[src/rtl/sample_discriminator_multichannel_pkg.sv]
// Shared types and default build parameters for the receive-side sample
// discriminator. tx_pkg only carries the trigger fan-in from the transmit side.

package tx_pkg;

    // Number of digital trigger lines routed over from the transmit chain
    localparam int CHANNELS = 3;

endpackage : tx_pkg

package rx_pkg;

    localparam int CHANNELS         = 2;
    localparam int SAMPLE_WIDTH     = 12;
    localparam int PARALLEL_SAMPLES = 2;
    localparam int HOLDOFF_WIDTH    = 16;
    localparam int TIMESTAMP_WIDTH  = 48;
    localparam int INDEX_WIDTH      = 32;

    // Per-channel capture window state
    typedef enum logic {
        DISC_IDLE   = 1'b0,
        DISC_ACTIVE = 1'b1
    } disc_state_t;

    // Width of a select field for n sources, never narrower than one bit
    function automatic int sel_width(input int n);
        return (n > 1) ? $clog2(n) : 1;
    endfunction

endpackage : rx_pkg

[src/rtl/sample_discriminator_multichannel_channel.sv]
// One discriminator channel: signed hysteresis comparators, IDLE/ACTIVE window
// FSM with holdoff counter, forwarded-word index and the registered outputs.

module sample_discriminator_channel
    import rx_pkg::*;
#(
    parameter  int SAMPLE_WIDTH     = rx_pkg::SAMPLE_WIDTH,
    parameter  int PARALLEL_SAMPLES = rx_pkg::PARALLEL_SAMPLES,
    parameter  int HOLDOFF_WIDTH    = rx_pkg::HOLDOFF_WIDTH,
    parameter  int TIMESTAMP_WIDTH  = rx_pkg::TIMESTAMP_WIDTH,
    parameter  int INDEX_WIDTH      = rx_pkg::INDEX_WIDTH,
    localparam int DATA_WIDTH       = SAMPLE_WIDTH * PARALLEL_SAMPLES,
    localparam int REC_WIDTH        = TIMESTAMP_WIDTH + INDEX_WIDTH
) (
    input  logic                       adc_clk,
    input  logic                       adc_reset_n,
    input  logic                       adc_reset_state,
    input  logic [DATA_WIDTH-1:0]      data_in,
    input  logic                       data_in_valid,
    input  logic                       dig_trig,
    input  logic [SAMPLE_WIDTH-1:0]    threshold_low,
    input  logic [SAMPLE_WIDTH-1:0]    threshold_high,
    input  logic [HOLDOFF_WIDTH-1:0]   holdoff,
    input  logic                       analog_en,
    input  logic                       digital_en,
    input  logic [TIMESTAMP_WIDTH-1:0] timestamp,
    output logic [DATA_WIDTH-1:0]      data_out,
    output logic                       data_out_valid,
    output logic [REC_WIDTH-1:0]       ts_out,
    output logic                       ts_out_valid
);

    disc_state_t              state;
    logic [HOLDOFF_WIDTH-1:0] cnt;
    logic [INDEX_WIDTH-1:0]   index;

    logic above_high;
    logic above_low;
    logic hi_hit;
    logic lo_hit;
    logic dig_hit;
    logic start;
    logic forward;

    // Any lane strictly above each threshold, compared as signed values
    always_comb begin
        // NOTE: defaults first so no path leaves a combinational output unassigned (no latch).
        above_high = 1'b0;
        above_low  = 1'b0;
        for (int i = 0; i < PARALLEL_SAMPLES; i++) begin
            if ($signed(data_in[i*SAMPLE_WIDTH +: SAMPLE_WIDTH]) > $signed(threshold_high)) begin
                above_high = 1'b1;
            end
            if ($signed(data_in[i*SAMPLE_WIDTH +: SAMPLE_WIDTH]) > $signed(threshold_low)) begin
                above_low = 1'b1;
            end
        end
    end

    // An invalid word never counts as a hit of any kind
    assign hi_hit  = data_in_valid & analog_en  & above_high;
    assign lo_hit  = data_in_valid & analog_en  & above_low;
    assign dig_hit = data_in_valid & digital_en & dig_trig;

    assign start   = (state == DISC_IDLE) & (hi_hit | dig_hit);
    assign forward = data_in_valid & ((state == DISC_ACTIVE) | start);

    // Window FSM and holdoff counter; the counter only moves on valid words
    always_ff @(posedge adc_clk or negedge adc_reset_n) begin
        if (!adc_reset_n) begin
            // NOTE: sequential state uses non-blocking assignments so every register samples pre-edge values.
            state <= DISC_IDLE;
            cnt   <= '0;
        end else if (adc_reset_state) begin
            state <= DISC_IDLE;
            cnt   <= '0;
        end else begin
            case (state)
                DISC_IDLE: begin
                    if (start) begin
                        state <= DISC_ACTIVE;
                        cnt   <= holdoff;
                    end
                end
                DISC_ACTIVE: begin
                    if (data_in_valid) begin
                        if (lo_hit | dig_hit) begin
                            cnt <= holdoff;
                        end else if (cnt == '0) begin
                            state <= DISC_IDLE;
                        end else begin
                            cnt <= cnt - 1'b1;
                        end
                    end
                end
                default: begin
                    state <= DISC_IDLE;
                    cnt   <= '0;
                end
            endcase
        end
    end

    // Registered outputs: gated data, window-start record and the word index
    always_ff @(posedge adc_clk or negedge adc_reset_n) begin
        if (!adc_reset_n) begin
            data_out       <= '0;
            data_out_valid <= 1'b0;
            ts_out         <= '0;
            ts_out_valid   <= 1'b0;
            index          <= '0;
        end else if (adc_reset_state) begin
            data_out_valid <= 1'b0;
            ts_out_valid   <= 1'b0;
            index          <= '0;
        end else begin
            data_out_valid <= forward;
            ts_out_valid   <= start;
            if (forward) begin
                data_out <= data_in;
                index    <= index + 1'b1;
            end
            // The record carries the index of the first word of this window
            if (start) begin
                ts_out <= {timestamp, index};
            end
        end
    end

endmodule : sample_discriminator_channel

[src/rtl/sample_discriminator_multichannel.sv]
// Multichannel sample discriminator top: owns the free-running timestamp and
// the per-channel digital trigger select, and instantiates one channel each.

module sample_discriminator_multichannel
    import rx_pkg::*;
#(
    parameter  int CHANNELS         = rx_pkg::CHANNELS,
    parameter  int TRIG_CHANNELS    = tx_pkg::CHANNELS,
    parameter  int SAMPLE_WIDTH     = rx_pkg::SAMPLE_WIDTH,
    parameter  int PARALLEL_SAMPLES = rx_pkg::PARALLEL_SAMPLES,
    parameter  int HOLDOFF_WIDTH    = rx_pkg::HOLDOFF_WIDTH,
    parameter  int TIMESTAMP_WIDTH  = rx_pkg::TIMESTAMP_WIDTH,
    parameter  int INDEX_WIDTH      = rx_pkg::INDEX_WIDTH,
    localparam int DATA_WIDTH       = SAMPLE_WIDTH * PARALLEL_SAMPLES,
    localparam int REC_WIDTH        = TIMESTAMP_WIDTH + INDEX_WIDTH,
    localparam int SRC_WIDTH        = sel_width(TRIG_CHANNELS)
) (
    input  logic                               adc_clk,
    input  logic                               adc_reset_n,
    input  logic                               adc_reset_state,
    input  logic [CHANNELS*DATA_WIDTH-1:0]     data_in,
    input  logic [CHANNELS-1:0]                data_in_valid,
    input  logic [TRIG_CHANNELS-1:0]           digital_trigger_in,
    input  logic [CHANNELS*SAMPLE_WIDTH-1:0]   threshold_low,
    input  logic [CHANNELS*SAMPLE_WIDTH-1:0]   threshold_high,
    input  logic [CHANNELS*HOLDOFF_WIDTH-1:0]  holdoff,
    input  logic [CHANNELS-1:0]                analog_en,
    input  logic [CHANNELS-1:0]                digital_en,
    input  logic [CHANNELS*SRC_WIDTH-1:0]      digital_src,
    output logic [CHANNELS*DATA_WIDTH-1:0]     data_out,
    output logic [CHANNELS-1:0]                data_out_valid,
    output logic [CHANNELS*REC_WIDTH-1:0]      ts_out,
    output logic [CHANNELS-1:0]                ts_out_valid
);

    localparam int TRIG_PAD = 1 << SRC_WIDTH;

    logic [TIMESTAMP_WIDTH-1:0] timestamp;
    logic [TRIG_PAD-1:0]        trig_padded;
    logic [CHANNELS-1:0]        dig_sel;

    // Free-running timestamp, wraps naturally at its width
    always_ff @(posedge adc_clk or negedge adc_reset_n) begin
        if (!adc_reset_n) begin
            timestamp <= '0;
        end else if (adc_reset_state) begin
            timestamp <= '0;
        end else begin
            timestamp <= timestamp + 1'b1;
        end
    end

    // Pad the trigger bus to the full select range so every code indexes safely
    always_comb begin
        trig_padded                      = '0;
        trig_padded[TRIG_CHANNELS-1:0]   = digital_trigger_in;
    end

    // Per-channel trigger select; codes past the last trigger line select nothing
    always_comb begin
        dig_sel = '0;
        for (int c = 0; c < CHANNELS; c++) begin
            if (int'(digital_src[c*SRC_WIDTH +: SRC_WIDTH]) < TRIG_CHANNELS) begin
                dig_sel[c] = trig_padded[digital_src[c*SRC_WIDTH +: SRC_WIDTH]];
            end
        end
    end

    for (genvar c = 0; c < CHANNELS; c++) begin : g_ch
        sample_discriminator_channel #(
            .SAMPLE_WIDTH     (SAMPLE_WIDTH),
            .PARALLEL_SAMPLES (PARALLEL_SAMPLES),
            .HOLDOFF_WIDTH    (HOLDOFF_WIDTH),
            .TIMESTAMP_WIDTH  (TIMESTAMP_WIDTH),
            .INDEX_WIDTH      (INDEX_WIDTH)
        ) u_ch (
            .adc_clk         (adc_clk),
            .adc_reset_n     (adc_reset_n),
            .adc_reset_state (adc_reset_state),
            .data_in         (data_in[c*DATA_WIDTH +: DATA_WIDTH]),
            .data_in_valid   (data_in_valid[c]),
            .dig_trig        (dig_sel[c]),
            .threshold_low   (threshold_low[c*SAMPLE_WIDTH +: SAMPLE_WIDTH]),
            .threshold_high  (threshold_high[c*SAMPLE_WIDTH +: SAMPLE_WIDTH]),
            .holdoff         (holdoff[c*HOLDOFF_WIDTH +: HOLDOFF_WIDTH]),
            .analog_en       (analog_en[c]),
            .digital_en      (digital_en[c]),
            .timestamp       (timestamp),
            .data_out        (data_out[c*DATA_WIDTH +: DATA_WIDTH]),
            .data_out_valid  (data_out_valid[c]),
            .ts_out          (ts_out[c*REC_WIDTH +: REC_WIDTH]),
            .ts_out_valid    (ts_out_valid[c])
        );
    end

endmodule : sample_discriminator_multichannel

[config.mk]
export PLATFORM = sky130hd
export DESIGN_NAME = sample_discriminator_multichannel
export DESIGN_NICKNAME = d
export VERILOG_FILES = /design/src/rtl/sample_discriminator_multichannel_pkg.sv /design/src/rtl/sample_discriminator_multichannel_channel.sv /design/src/rtl/sample_discriminator_multichannel.sv
export SDC_FILE = /design/constraint.sdc
export NUM_CORES = 1
export LEC_CHECK = 0
export ABC_AREA = 1
export CORE_MARGIN = 1
export CORE_UTILIZATION = 55
export CTS_BUF_LIST = sky130_fd_sc_hd__clkbuf_4 sky130_fd_sc_hd__clkbuf_8
export CTS_CLUSTER_DIAMETER = 100
export DETAILED_ROUTE_END_ITERATION = 10
export PLACE_DENSITY_LB_ADDON = 0.2
export SYNTH_ARGS = -nofsm -noshare
export SYNTH_HDL_FRONTEND = slang
export SYNTH_SLANG_ARGS = --single-unit
export TNS_END_PERCENT = 30
[constraint.sdc]
create_clock -name adc_clk -period 2.25 [get_ports adc_clk]
set_input_delay 0.3375 -clock adc_clk [delete_from_list [all_inputs] [get_ports adc_clk]]
set_output_delay 0.3375 -clock adc_clk [all_outputs]
set_load 0.05 [all_outputs]
==> results by group <==
Status
  • Run status: completed

Run
  • Max-cap violations: 0

Place
  • # placed instances: 3588
  • Place WS: -0.682 ns
  • DP HPWL: 44300 um
  • Port Buffers: 355
  • GPL Wtd Cong: 0.929

Pwr
  • Power Dens Cells: 710 mW/mm2
  • Total power: 20.1 mW
  • LEAKAGE: 14.3 nW
  • Worst IR Drop VDD: 0.594 mV

Floorplanning
  • # IOs: 356
  • DIE AREA: 0.0383 mm2
  • # rows: 70
  • Initial Util: 56.1%
  • Die height: 196 um
  • DIE WIDTH: 196 um
  • Core area: 0.0368 mm2

Final layout
  • Fin cells: 3736
  • Filler cell count in the final layout: 2650
  • N_diodes: 0
  • FF+latch area: 0.00896 mm2
  • Area Growth Syn to Fin: 36.9%
  • Layout Nets: 3465
  • Layout cell share with drive strength beyond 1: 14.2%
  • Multi-input gate area: 0.0107 mm2

Synth
  • Biggest area consumer among synthesized cells: dfrtp_1
  • Commonest cells in the netlist: nand2_1 (951), dfrtp_1 (358), inv_1 (258)
  • Sequential share of the synthesized area: 43.4%
  • Post-synth EDFFs: 0
  • Avg Inst Size Synth: 7.61 um2
  • Syn nets: 2953
  • FF+latch count, synth: 358
  • Mapped Cells: 2708
  • Fraction of registers with async set/reset: 100%
  • Post-synthesis cell type count: 44
  • Synth area leaders: dfrtp_1 (43%), nand2_1 (17%), ha_1 (6.1%)
  • Main synth FF type: dfrtp_1
  • Cell Area, Synth: 0.0206 mm2
  • Most frequent cell after synthesis: nand2_1
  • YS warnings: 0
  • Share of the synthesized area in the top cell type: 43.4%

Hold path
  • Hold crit path type: primary input to flop

STA
  • Worst setup slack after layout: 0.0249 ns
  • Fmax: 449 MHz
  • Post-Route Setup TNS: 0 ns
  • Final Critical Period: 2.23 ns
  • Relative slew slack: 58.9%
  • Fin. Hold Viols: 0
  • Worst clock skew: 0.0335 ns
  • RSZ-0062 raised after global routing: yes
  • Slew Viols, Final: 0
  • Setup-failing EPs final: 0
  • Worst Tran Pin Value: 0.616 ns
  • Tcrit/Tclk final: 98.9%

Routing
  • Initial DRC count: 1305
  • Final wirelength: 64500 um
  • Vias per cell: 5.46
  • DRC Markers: 0
  • Post-route ant nets: 0
  • Avg WL per Cell: 17.3 um
  • Drt first pass iters: 5
  • Via Count: 20397

Worst setup path
  • Critical path required time: 1.91 ns
  • Arrival time worst endpoint: 1.89 ns
  • Worst-path maximum fanout: 2
  • Buf/Inv on CP: 1
  • Critical path class: flop to output port
  • CP Cell Sequence: clkdlybuf4s50_1
  • CP Capture Type: output port
  • Slowest stage delay, CP: 0.82 ns
  • CP startpoint kind: flop
  • Crit path max-delay family: buffers and inverters
  • Worst path slowest cell: clkdlybuf4s50_1

Global routing
  • Number of global-route vias before repair: 20027
  • Total gr overflow: 0
  • First-pass GRT wire length: 98100 um
  • Total GRT Usage: 31.6%
  • Largest net degree at the start of global routing: 81
  • Initial antenna violation count: 0

CTS
  • Clk_lat worst skew: 0.68 ns
  • CTS tree: built
  • Clk root buf: clkbuf_8
  • Reg clk slew, reported paths: 0.06 ns
  • Clk sinks: 358
  • Clk buf depth: 3
  • CTS buffer count: 60
  • Max H-tree Level: 2
-- flip-flops by register name (all words and copies together), names as in the netlist --
register / cells
g_ch.u_ch.cnt: 32
g_ch.u_ch.data_out: 48
g_ch.u_ch.data_out_valid: 2
g_ch.u_ch.index: 64
g_ch.u_ch.state: 2
g_ch.u_ch.ts_out: 160
g_ch.u_ch.ts_out_valid: 2
timestamp: 48
-- through the flow --
stage | utilization, % | instance area (um2) | hold slack [ns]
2_1_floorplan | - | 20600 | 0.0419
3_3_place_gp | 69.9 | 25700 | 0.321
3_5_place_dp | 69.9 | 25700 | 0.327
4_1_cts | 73.5 | 27000 | 0.150
5_1_grt | 76.8 | 28200 | 0.0289
6_report | 76.8 | 28200 | 0.0162
-- where the power goes --
| group | internal [mW] | leakage (nW) | switching, mW |
|---|---|---|---|
| Clock | 3.56 | 0.706 | 2.81 |
| Sequential | 7.06 | 4.77 | 0.456 |
| Combinational | 2.26 | 8.78 | 3.90 |
-- per-layer routing --
layer / up-vias / track usage (%) / share of wire [%]
li1: 9674 / - / -
met1: 9753 / 40.7 / 42
met2: 784 / 52.7 / 47
met3: 186 / 5.18 / 6.2
met4: 0 / 13.6 / 4.5
met5: - / 0 / 0
-- cell type report --
type | instances | share of cell area (%)
clock buffers | 99 | 4.36
clock inverters | 11 | 0.341
inverters | 261 | 3.48
multi-input cells | 1983 | 37.9
flip-flops and latches | 358 | 31.7
well taps | 468 | 2.07
repair buffers | 556 | 20.1
-- layout by cell type, fill, tap and decap left out, types with 77 or more instances in the layout --
cell | synthesis | routed
nand2_1 | 951 | 927
dfrtp_1 | 358 | 356
clkdlybuf4s50_1 | 0 | 304
inv_1 | 258 | 244
nor2_1 | 219 | 206
buf_4 | 24 | 153
nand3_1 | 132 | 127
o21ai_0 | 142 | 118
clkbuf_8 | 0 | 78
ha_1 | 101 | 77
-- cells by family after synthesis --
group | Yosys count | share of synthesized area, %
xor gates and xnor gates | 97 | 4.12
buffers and inverters | 368 | 7.53
AOI/OAI and AO/OA | 273 | 7.54
and+or+nand+nor | 1511 | 31.2
DFF | 358 | 43.4
adders and majority gates | 101 | 6.13
-- path summary, 6_finish.rpt --
kind | end | startpoint | slack, ns | depth (start not counted)
min in group asynchronous | g_ch[0].u_ch.ts_out[49] | adc_reset_n | 0.21 | 2
max in group asynchronous | g_ch[1].u_ch.ts_out[66] | adc_reset_n | 1.20 | 4
setup reg to reg | timestamp[34] | timestamp[1] | 0.08 | 13
hold reg to reg | g_ch[0].u_ch.data_out[13] | g_ch[0].u_ch.data_out[13] | 0.47 | 2
hold / removal | g_ch[1].u_ch.data_out[5] | data_in[29] | 0.02 | 3
setup / recovery | ts_out[151] | g_ch[1].u_ch.ts_out[71] | 0.02 | 1
-- repair_timing --
item | 4_1_cts | 5_1_grt
gates cloned | 0 | 18
endpoints found under the setup margin | 18 | 296
pin swaps | 0 | 44
endpoints found under the hold margin | 57 | 0
resized for setup | 18 | 183
buffers inserted | 0 | 19
hold buffers | 1 | 0
No activity file was read; power rests on OpenSTA's default activity.
